--- src/rtl/mult_fu_pipe_pkg.sv ---
// Shared types for the issue/complete path: multiply function codes and the
// packets exchanged between the issue stage, the functional units and the CDB.
package sys_defs;
   localparam int XLEN   = 32;
   localparam int PREG_W = 6;
   localparam int ROB_W  = 5;

   typedef enum logic [1:0] {
      MUL    = 2'd0,
      MULH   = 2'd1,
      MULHSU = 2'd2,
      MULHU  = 2'd3
   } MULT_FUNC;

   typedef struct packed {
      logic              valid;
      MULT_FUNC          func;
      logic [XLEN-1:0]   opa_value;
      logic [XLEN-1:0]   opb_value;
      logic [PREG_W-1:0] dest_preg;
      logic [ROB_W-1:0]  rob_entry;
   } ISSUE_FU_PACKET;

   typedef struct packed {
      logic              valid;
      logic [XLEN-1:0]   value;
      logic [PREG_W-1:0] dest_preg;
      logic [ROB_W-1:0]  rob_entry;
   } FU_COMPLETE_PACKET;
endpackage

--- src/rtl/mult_fu_pipe_if.sv ---
// Issue/complete handshake bundle between the issue stage + CDB arbiter
// (master) and one multiply unit (slave).
interface mult_fu_pipe_if;
   import sys_defs::*;

   logic              squash;
   ISSUE_FU_PACKET    iss_pkt;
   logic              fu_ready;
   FU_COMPLETE_PACKET cpl_pkt;
   logic              cpl_grant;

   modport master (output squash, output iss_pkt, output cpl_grant,
                   input fu_ready, input cpl_pkt);
   modport slave  (input squash, input iss_pkt, input cpl_grant,
                   output fu_ready, output cpl_pkt);
endinterface

--- src/rtl/mult_pp_stage.sv ---
// One partial-product step of the multiplier: adds one CHUNK of the multiplier
// times the shifted multiplicand, registered with hold-when-blocked behaviour.
module mult_pp_stage
   import sys_defs::*;
#(
   parameter int STAGES = 4,
   parameter int K      = 0
) (
   input  logic              clk,
   input  logic              rst_n,
   input  logic              squash,
   input  logic              in_v,
   input  MULT_FUNC          in_func,
   input  logic [PREG_W-1:0] in_preg,
   input  logic [ROB_W-1:0]  in_rob,
   input  logic [2*XLEN-1:0] in_mcand,
   input  logic [2*XLEN-1:0] in_mplier,
   input  logic [2*XLEN-1:0] in_sum,
   input  logic              dn_ready,
   output logic              ready,
   output logic              out_v,
   output MULT_FUNC          out_func,
   output logic [PREG_W-1:0] out_preg,
   output logic [ROB_W-1:0]  out_rob,
   output logic [2*XLEN-1:0] out_mcand,
   output logic [2*XLEN-1:0] out_mplier,
   output logic [2*XLEN-1:0] out_sum
);
   localparam int W     = 2 * XLEN;
   localparam int CHUNK = W / STAGES;

   logic              v_q, v_d;
   MULT_FUNC          func_q, func_d;
   logic [PREG_W-1:0] preg_q, preg_d;
   logic [ROB_W-1:0]  rob_q, rob_d;
   logic [W-1:0]      mcand_q, mcand_d, mplier_q, mplier_d, sum_q, sum_d;
   logic [W-1:0]      chunk_ext, pp;

   always_comb begin
      // Accept new contents when empty or when the current occupant moves on.
      ready     = !v_q || dn_ready;
      chunk_ext = W'(in_mplier[K*CHUNK +: CHUNK]);
      pp        = (in_mcand * chunk_ext) << (K * CHUNK);
      v_d       = v_q;
      func_d    = func_q;
      preg_d    = preg_q;
      rob_d     = rob_q;
      mcand_d   = mcand_q;
      mplier_d  = mplier_q;
      sum_d     = sum_q;
      if (ready) begin
         v_d      = in_v;
         func_d   = in_func;
         preg_d   = in_preg;
         rob_d    = in_rob;
         mcand_d  = in_mcand;
         mplier_d = in_mplier;
         sum_d    = in_sum + pp;
      end
      if (squash) v_d = 1'b0;
   end

   always_ff @(posedge clk or negedge rst_n) begin
      if (!rst_n) v_q <= 1'b0;
      else        v_q <= v_d;
   end

   always_ff @(posedge clk) begin
      func_q   <= func_d;
      preg_q   <= preg_d;
      rob_q    <= rob_d;
      mcand_q  <= mcand_d;
      mplier_q <= mplier_d;
      sum_q    <= sum_d;
   end

   assign out_v      = v_q;
   assign out_func   = func_q;
   assign out_preg   = preg_q;
   assign out_rob    = rob_q;
   assign out_mcand  = mcand_q;
   assign out_mplier = mplier_q;
   assign out_sum    = sum_q;
endmodule

--- src/rtl/mult_fu_pipe.sv ---
// Pipelined integer multiply unit: operand prep, STAGES partial-product steps
// and a result register held until the CDB arbiter grants it.
module mult_fu_pipe
   import sys_defs::*;
#(
   parameter int STAGES = 4
) (
   input  logic          clk,
   input  logic          rst_n,
   mult_fu_pipe_if.slave fu
);
   localparam int W = 2 * XLEN;

   // Index 0 is the captured packet; index k+1 is the output of stage k.
   logic              st_v      [STAGES+1];
   MULT_FUNC          st_func   [STAGES+1];
   logic [PREG_W-1:0] st_preg   [STAGES+1];
   logic [ROB_W-1:0]  st_rob    [STAGES+1];
   logic [W-1:0]      st_mcand  [STAGES+1];
   logic [W-1:0]      st_mplier [STAGES+1];
   logic [W-1:0]      st_sum    [STAGES+1];
   logic              st_rdy    [STAGES+1];

   logic              rest_full, fu_ready_w, out_load;
   logic [W-1:0]      prep_a, prep_b;
   logic              cpl_valid_q, cpl_valid_d;
   logic [XLEN-1:0]   cpl_value_q, cpl_value_d;
   logic [PREG_W-1:0] cpl_preg_q, cpl_preg_d;
   logic [ROB_W-1:0]  cpl_rob_q, cpl_rob_d;

   always_comb begin
      rest_full = 1'b1;
      for (int k = 1; k < STAGES; k++) rest_full = rest_full & st_v[k+1];
   end

   // Conservative on purpose: depends only on registered valid bits.
   assign fu_ready_w  = !st_v[1] || !rest_full || !cpl_valid_q;
   assign fu.fu_ready = fu_ready_w;
   assign out_load    = !cpl_valid_q || fu.cpl_grant;

   always_comb begin
      prep_a = {{XLEN{1'b0}}, fu.iss_pkt.opa_value};
      prep_b = {{XLEN{1'b0}}, fu.iss_pkt.opb_value};
      unique case (fu.iss_pkt.func)
         MULH: begin
            prep_a = {{XLEN{fu.iss_pkt.opa_value[XLEN-1]}}, fu.iss_pkt.opa_value};
            prep_b = {{XLEN{fu.iss_pkt.opb_value[XLEN-1]}}, fu.iss_pkt.opb_value};
         end
         MULHSU: prep_a = {{XLEN{fu.iss_pkt.opa_value[XLEN-1]}}, fu.iss_pkt.opa_value};
         default: ;
      endcase
   end

   assign st_v[0]      = fu.iss_pkt.valid && fu_ready_w && st_rdy[0];
   assign st_func[0]   = fu.iss_pkt.func;
   assign st_preg[0]   = fu.iss_pkt.dest_preg;
   assign st_rob[0]    = fu.iss_pkt.rob_entry;
   assign st_mcand[0]  = prep_a;
   assign st_mplier[0] = prep_b;
   assign st_sum[0]    = '0;
   assign st_rdy[STAGES] = out_load;

   for (genvar gi = 0; gi < STAGES; gi++) begin : g_stage
      mult_pp_stage #(.STAGES(STAGES), .K(gi)) u_stage (
         .clk        (clk),
         .rst_n      (rst_n),
         .squash     (fu.squash),
         .in_v       (st_v[gi]),
         .in_func    (st_func[gi]),
         .in_preg    (st_preg[gi]),
         .in_rob     (st_rob[gi]),
         .in_mcand   (st_mcand[gi]),
         .in_mplier  (st_mplier[gi]),
         .in_sum     (st_sum[gi]),
         .dn_ready   (st_rdy[gi+1]),
         .ready      (st_rdy[gi]),
         .out_v      (st_v[gi+1]),
         .out_func   (st_func[gi+1]),
         .out_preg   (st_preg[gi+1]),
         .out_rob    (st_rob[gi+1]),
         .out_mcand  (st_mcand[gi+1]),
         .out_mplier (st_mplier[gi+1]),
         .out_sum    (st_sum[gi+1])
      );
   end

   always_comb begin
      cpl_valid_d = cpl_valid_q;
      cpl_value_d = cpl_value_q;
      cpl_preg_d  = cpl_preg_q;
      cpl_rob_d   = cpl_rob_q;
      if (out_load) begin
         cpl_valid_d = st_v[STAGES];
         cpl_value_d = (st_func[STAGES] == MUL) ? st_sum[STAGES][XLEN-1:0]
                                                : st_sum[STAGES][W-1:XLEN];
         cpl_preg_d  = st_preg[STAGES];
         cpl_rob_d   = st_rob[STAGES];
      end
      if (fu.squash) cpl_valid_d = 1'b0;
   end

   always_ff @(posedge clk or negedge rst_n) begin
      if (!rst_n) begin
         cpl_valid_q <= 1'b0;
         cpl_value_q <= '0;
         cpl_preg_q  <= '0;
         cpl_rob_q   <= '0;
      end else begin
         cpl_valid_q <= cpl_valid_d;
         cpl_value_q <= cpl_value_d;
         cpl_preg_q  <= cpl_preg_d;
         cpl_rob_q   <= cpl_rob_d;
      end
   end

   assign fu.cpl_pkt = {cpl_valid_q, cpl_value_q, cpl_preg_q, cpl_rob_q};
endmodule
--- src/flat_wrapper.sv ---
// flat-port wrapper written by rule: the top's interface ports become plain ports
module mult_fu_pipe_flat import sys_defs::*;
#(
   parameter int STAGES = 4
)
  (clk, rst_n, fu_squash, fu_iss_pkt, fu_cpl_grant, fu_fu_ready, fu_cpl_pkt);
  mult_fu_pipe_if fu_i ();
  input  logic clk;
  input  logic rst_n;
  input wire logic [$bits(fu_i.squash)-1:0] fu_squash;
  input wire logic [$bits(fu_i.iss_pkt)-1:0] fu_iss_pkt;
  input wire logic [$bits(fu_i.cpl_grant)-1:0] fu_cpl_grant;
  output wire logic [$bits(fu_i.fu_ready)-1:0] fu_fu_ready;
  output wire logic [$bits(fu_i.cpl_pkt)-1:0] fu_cpl_pkt;
  assign fu_i.squash = fu_squash;
  assign fu_i.iss_pkt = fu_iss_pkt;
  assign fu_i.cpl_grant = fu_cpl_grant;
  assign fu_fu_ready = fu_i.fu_ready;
  assign fu_cpl_pkt = fu_i.cpl_pkt;
  mult_fu_pipe #(.STAGES(STAGES)) u_core (.clk(clk), .rst_n(rst_n), .fu(fu_i));
endmodule
--- config.mk ---
export PLATFORM = sky130hd
export DESIGN_NAME = mult_fu_pipe_flat
export DESIGN_NICKNAME = d
export VERILOG_FILES = /design/src/rtl/mult_fu_pipe_pkg.sv /design/src/rtl/mult_fu_pipe_if.sv /design/src/rtl/mult_pp_stage.sv /design/src/rtl/mult_fu_pipe.sv /design/src/flat_wrapper.sv
export SDC_FILE = /design/constraint.sdc
export NUM_CORES = 2
export LEC_CHECK = 0
export CORE_MARGIN = 4
export CORE_UTILIZATION = 30
export CTS_BUF_LIST = sky130_fd_sc_hd__clkbuf_4
export CTS_CLUSTER_DIAMETER = 40
export DETAILED_ROUTE_END_ITERATION = 16
export HOLD_SLACK_MARGIN = 0.1
export PLACE_DENSITY_LB_ADDON = 0.05
export SYNTH_ARGS = -nofsm -noshare
export SYNTH_HDL_FRONTEND = slang
export SYNTH_SLANG_ARGS = --single-unit
--- constraint.sdc ---
create_clock -name clk -period 24 [get_ports clk]
set_input_delay 4.8 -clock clk [delete_from_list [all_inputs] [get_ports clk]]
set_output_delay 4.8 -clock clk [all_outputs]
set_load 0.05 [all_outputs]
==> flow_summary.ini <==
[worst_setup_path]
reg2reg_depth = 27
crit_slowest_cell = fa_1
crit_buf_inv = 6
cp.depth = 26
crit_type = input pin to flop
cp.required_ns = 24.84
cp_common_cell = fa_1
cp-end-kind = flop
slowest_delay_ns = 0.65
start_kind = input pin
cp_data_arrival_time_ns = 12.17
path_delay_family = adder cells
crit_fanout = 17

[min_path]
min_path_cells = 0
hold_class = flop to flop

[place]
dpl-instance-area_sq_mm = 0.0683
portBuffers = 126
dp_hpwl_mm = 152
dp.cells = 8972
globalplace.congestion = 0.804

[timing]
fin_crit_sh_pct = 47.2
finalSetupTns_ns = 0
fmax_mhz = 88.2
slew_violations = 0
hold_violations = 0
fin_crit_ns = 11.33
maxSlewHeadroom_pct = 10.2
tightest_slew_ns = 1.35
setup_viol = 0
rsz0062_at_grt = false
fin_skew_ns = 0.111

[clocking]
hold_buffers = 0
cts_tree = done
ctsLongestPathBuffers = 3
cts-root-buf = clkbuf_4
clk_pin_slew_ns = 0.07
cts_sinks = 456
clk_latency_ns = 1.12
cts_inserted_buffers = 139
post_cts_resized = 0
postCtsSetupBuffers = 0
htreeDepth = 4

[logic_synthesis]
synthCells = 6155
avgSynthCellArea_sq_um = 10.3
synth.net_count = 7882
async_flop_share_pct = 10.5
syn_area_sq_mm = 0.0636
ys.flop_type = edfxtp_1
synth.area.top_cells = fa_1 40%, edfxtp_1 19%, inv_1 8.0%, ha_1 7.2%, nand2_1 5.2%
ys_ff_latch = 456
synth_top_area_share_pct = 40.3
synth_edf_count = 408
yosys.area.top_type = fa_1
yosysWarnings = 0
yosysSeqAreaShare_pct = 21.1
synth_cell_types = 85

[drt]
wl_met3_mm = 5.77
routed_wl_mm = 189
wire_per_inst_um = 20.5
via_per_inst = 4.54
wl_met2_mm = 88.8
drc = 0
drt_iter0_drc = 2050
routed-via-count = 41900
dr.pass1.iters = 6
top_layer_used = met5
drt-met1-wl_mm = 91.7
ant_nets = 0

[global_route]
grt_pass1_vias = 47300
gr-usage-all-layers_pct = 17.8
grt_pass1_wl_mm = 296
grt_max_degree = 82
overflow = 0
antenna_found_initial = 20

[run]
drv_cap = 0

[layout]
syn2layout_area_growth_pct = 10.2
final_nets = 8035
drive_gt1_share_pct = 5.83
fin_area_sq_mm = 0.0701
finalNonFillerCells = 9228
utilization_pct = 33.4

[floorplan]
row_count = 168
ioPinCount = 127
initial_core_util_pct = 30.3
core_region_area_sq_mm = 0.210
dieArea_sq_mm = 0.219
die_y_um = 469
chipWidth_um = 469

[outcome]
status = complete, no violations
[synth_stat cells, types with 15 or more instances]
cell and count:
dfrtp_1 48, xnor2_1 183, clkbuf_1 189, a211oi_1 23
o211ai_1 16, nand3_1 35, nand4_1 20, nand2b_1 31
nand2_1 873, xor2_1 65, inv_1 1348, edfxtp_1 408
a21oi_1 183, and2_1 372, o21ai_0 139, mux2i_1 33
ha_1 364, fa_1 1281, o21bai_1 31, a21o_1 97
nor2b_1 20, and3_1 15, o21a_1 39, nor3_1 31
nor2_1 116, a31oi_1 27
[metal layers]
layer | vias to the layer above | track usage (%)
met1 | 21800 | 25.5
met4 | 2 | 3.62
li1 | 19300 | -
met5 | - | 0
met3 | 186 | 2.29
met2 | 576 | 29.1
[cell type report]
class / count / area, sq um
diodes: 11 / 27.5
clock buffers: 200 / 1500
clock inverters: 45 / 342
fillers: 21800 / 140000
inverters: 1348 / 5060
multi-input cells: 4155 / 44400
flip-flops and latches: 456 / 13500
well taps: 2805 / 3510
repair buffers: 208 / 1840
[cells by family (layout without fill, tap and decap cells)]
family                   count (synthesis)  in the layout  share of synthesized area [%]
AO/OA/AOI/OAI                          665            665                           6.74
XOR/XNOR                               249            249                           3.45
multiplexers                            44             44                          0.714
other                                    0             11                              0
flip-flops                             456            456                           21.1
adder cells (fa/ha/maj)               1645           1645                           47.5
buffers and inverters                 1544           1801                           9.14
AND/OR/NAND/NOR                       1552           1552                           11.3
[layout by cell type (no fill, tap or decap), types with 11 or more instances in the layout]
cell             Yosys  final
edfxtp_1           408    408
a211oi_1            23     23
nand4_1             20     20
clkbuf_4             0    200
o211ai_1            16     16
xor2_1              65     65
o21bai_1            31     31
clkdlybuf4s50_1      0    119
nand3_1             35     33
nor3_1              31     31
a21o_1              97     97
nor2_1             116    115
dfrtp_1             48     48
nand2b_1            31     31
a31oi_1             27     27
diode_2              0     11
clkinv_1             0     19
xnor2_1            183    183
a21oi_1            183    183
ha_1               364    364
nor2b_1             20     19
inv_1             1348   1348
mux2_2              11     11
buf_4                2     82
o21a_1              39     39
nand2_1            873    872
mux2i_1             33     33
and2_1             372    372
o21ai_0            139    139
o21ai_1             13     13
fa_1              1281   1281
and3_1              15     15
[sequential cells by signal (all words and copies together), names as in the netlist]
| register | flops |
|---|---|
| u_core.g_stage.u_stage.out_rob | 20 |
| u_core.cpl_value_q | 32 |
| u_core.g_stage.u_stage.out_mcand | 81 |
| u_core.cpl_rob_q | 5 |
| u_core.g_stage.u_stage.out_mplier | 19 |
| u_core.g_stage.u_stage.out_preg | 24 |
| u_core.g_stage.u_stage.out_sum | 256 |
| u_core.g_stage.u_stage.out_v | 4 |
| u_core.cpl_valid_q | 1 |
| u_core.cpl_preg_q | 6 |
| u_core.g_stage.u_stage.out_func | 8 |
[metrics by stage]
step / worst slack, ns / hold slack, ns
after floorplan: 12.79 / 0.400
after global routing: 12.28 / 0.374
final: 12.67 / 0.378
after global placement: 11.47 / 0.401
after CTS: 12.71 / 0.365
after detailed placement: 11.36 / 0.405
[worst paths after layout]
kind / end / slack, ns / from
worst max-delay path: u_core.g_stage[0].u_stage.out_sum[50] / 12.67 / fu_iss_pkt[76]
worst max register to register: u_core.g_stage[1].u_stage.out_sum[59] / 14.09 / u_core.g_stage[0].u_stage.out_mcand[16]
min in group asynchronous: u_core.cpl_preg_q[1] / 3.82 / rst_n
max in group asynchronous: u_core.cpl_value_q[0] / 19.67 / rst_n
worst min register to register: u_core.g_stage[3].u_stage.out_sum[39] / 0.38 / u_core.g_stage[2].u_stage.out_sum[39]
worst min-delay path: u_core.g_stage[3].u_stage.out_sum[39] / 0.38 / u_core.g_stage[2].u_stage.out_sum[39]
Power is left out: the tool's default activity adds up to more than one toggle a clock period on the data nets, which glitch-free logic cannot reach.
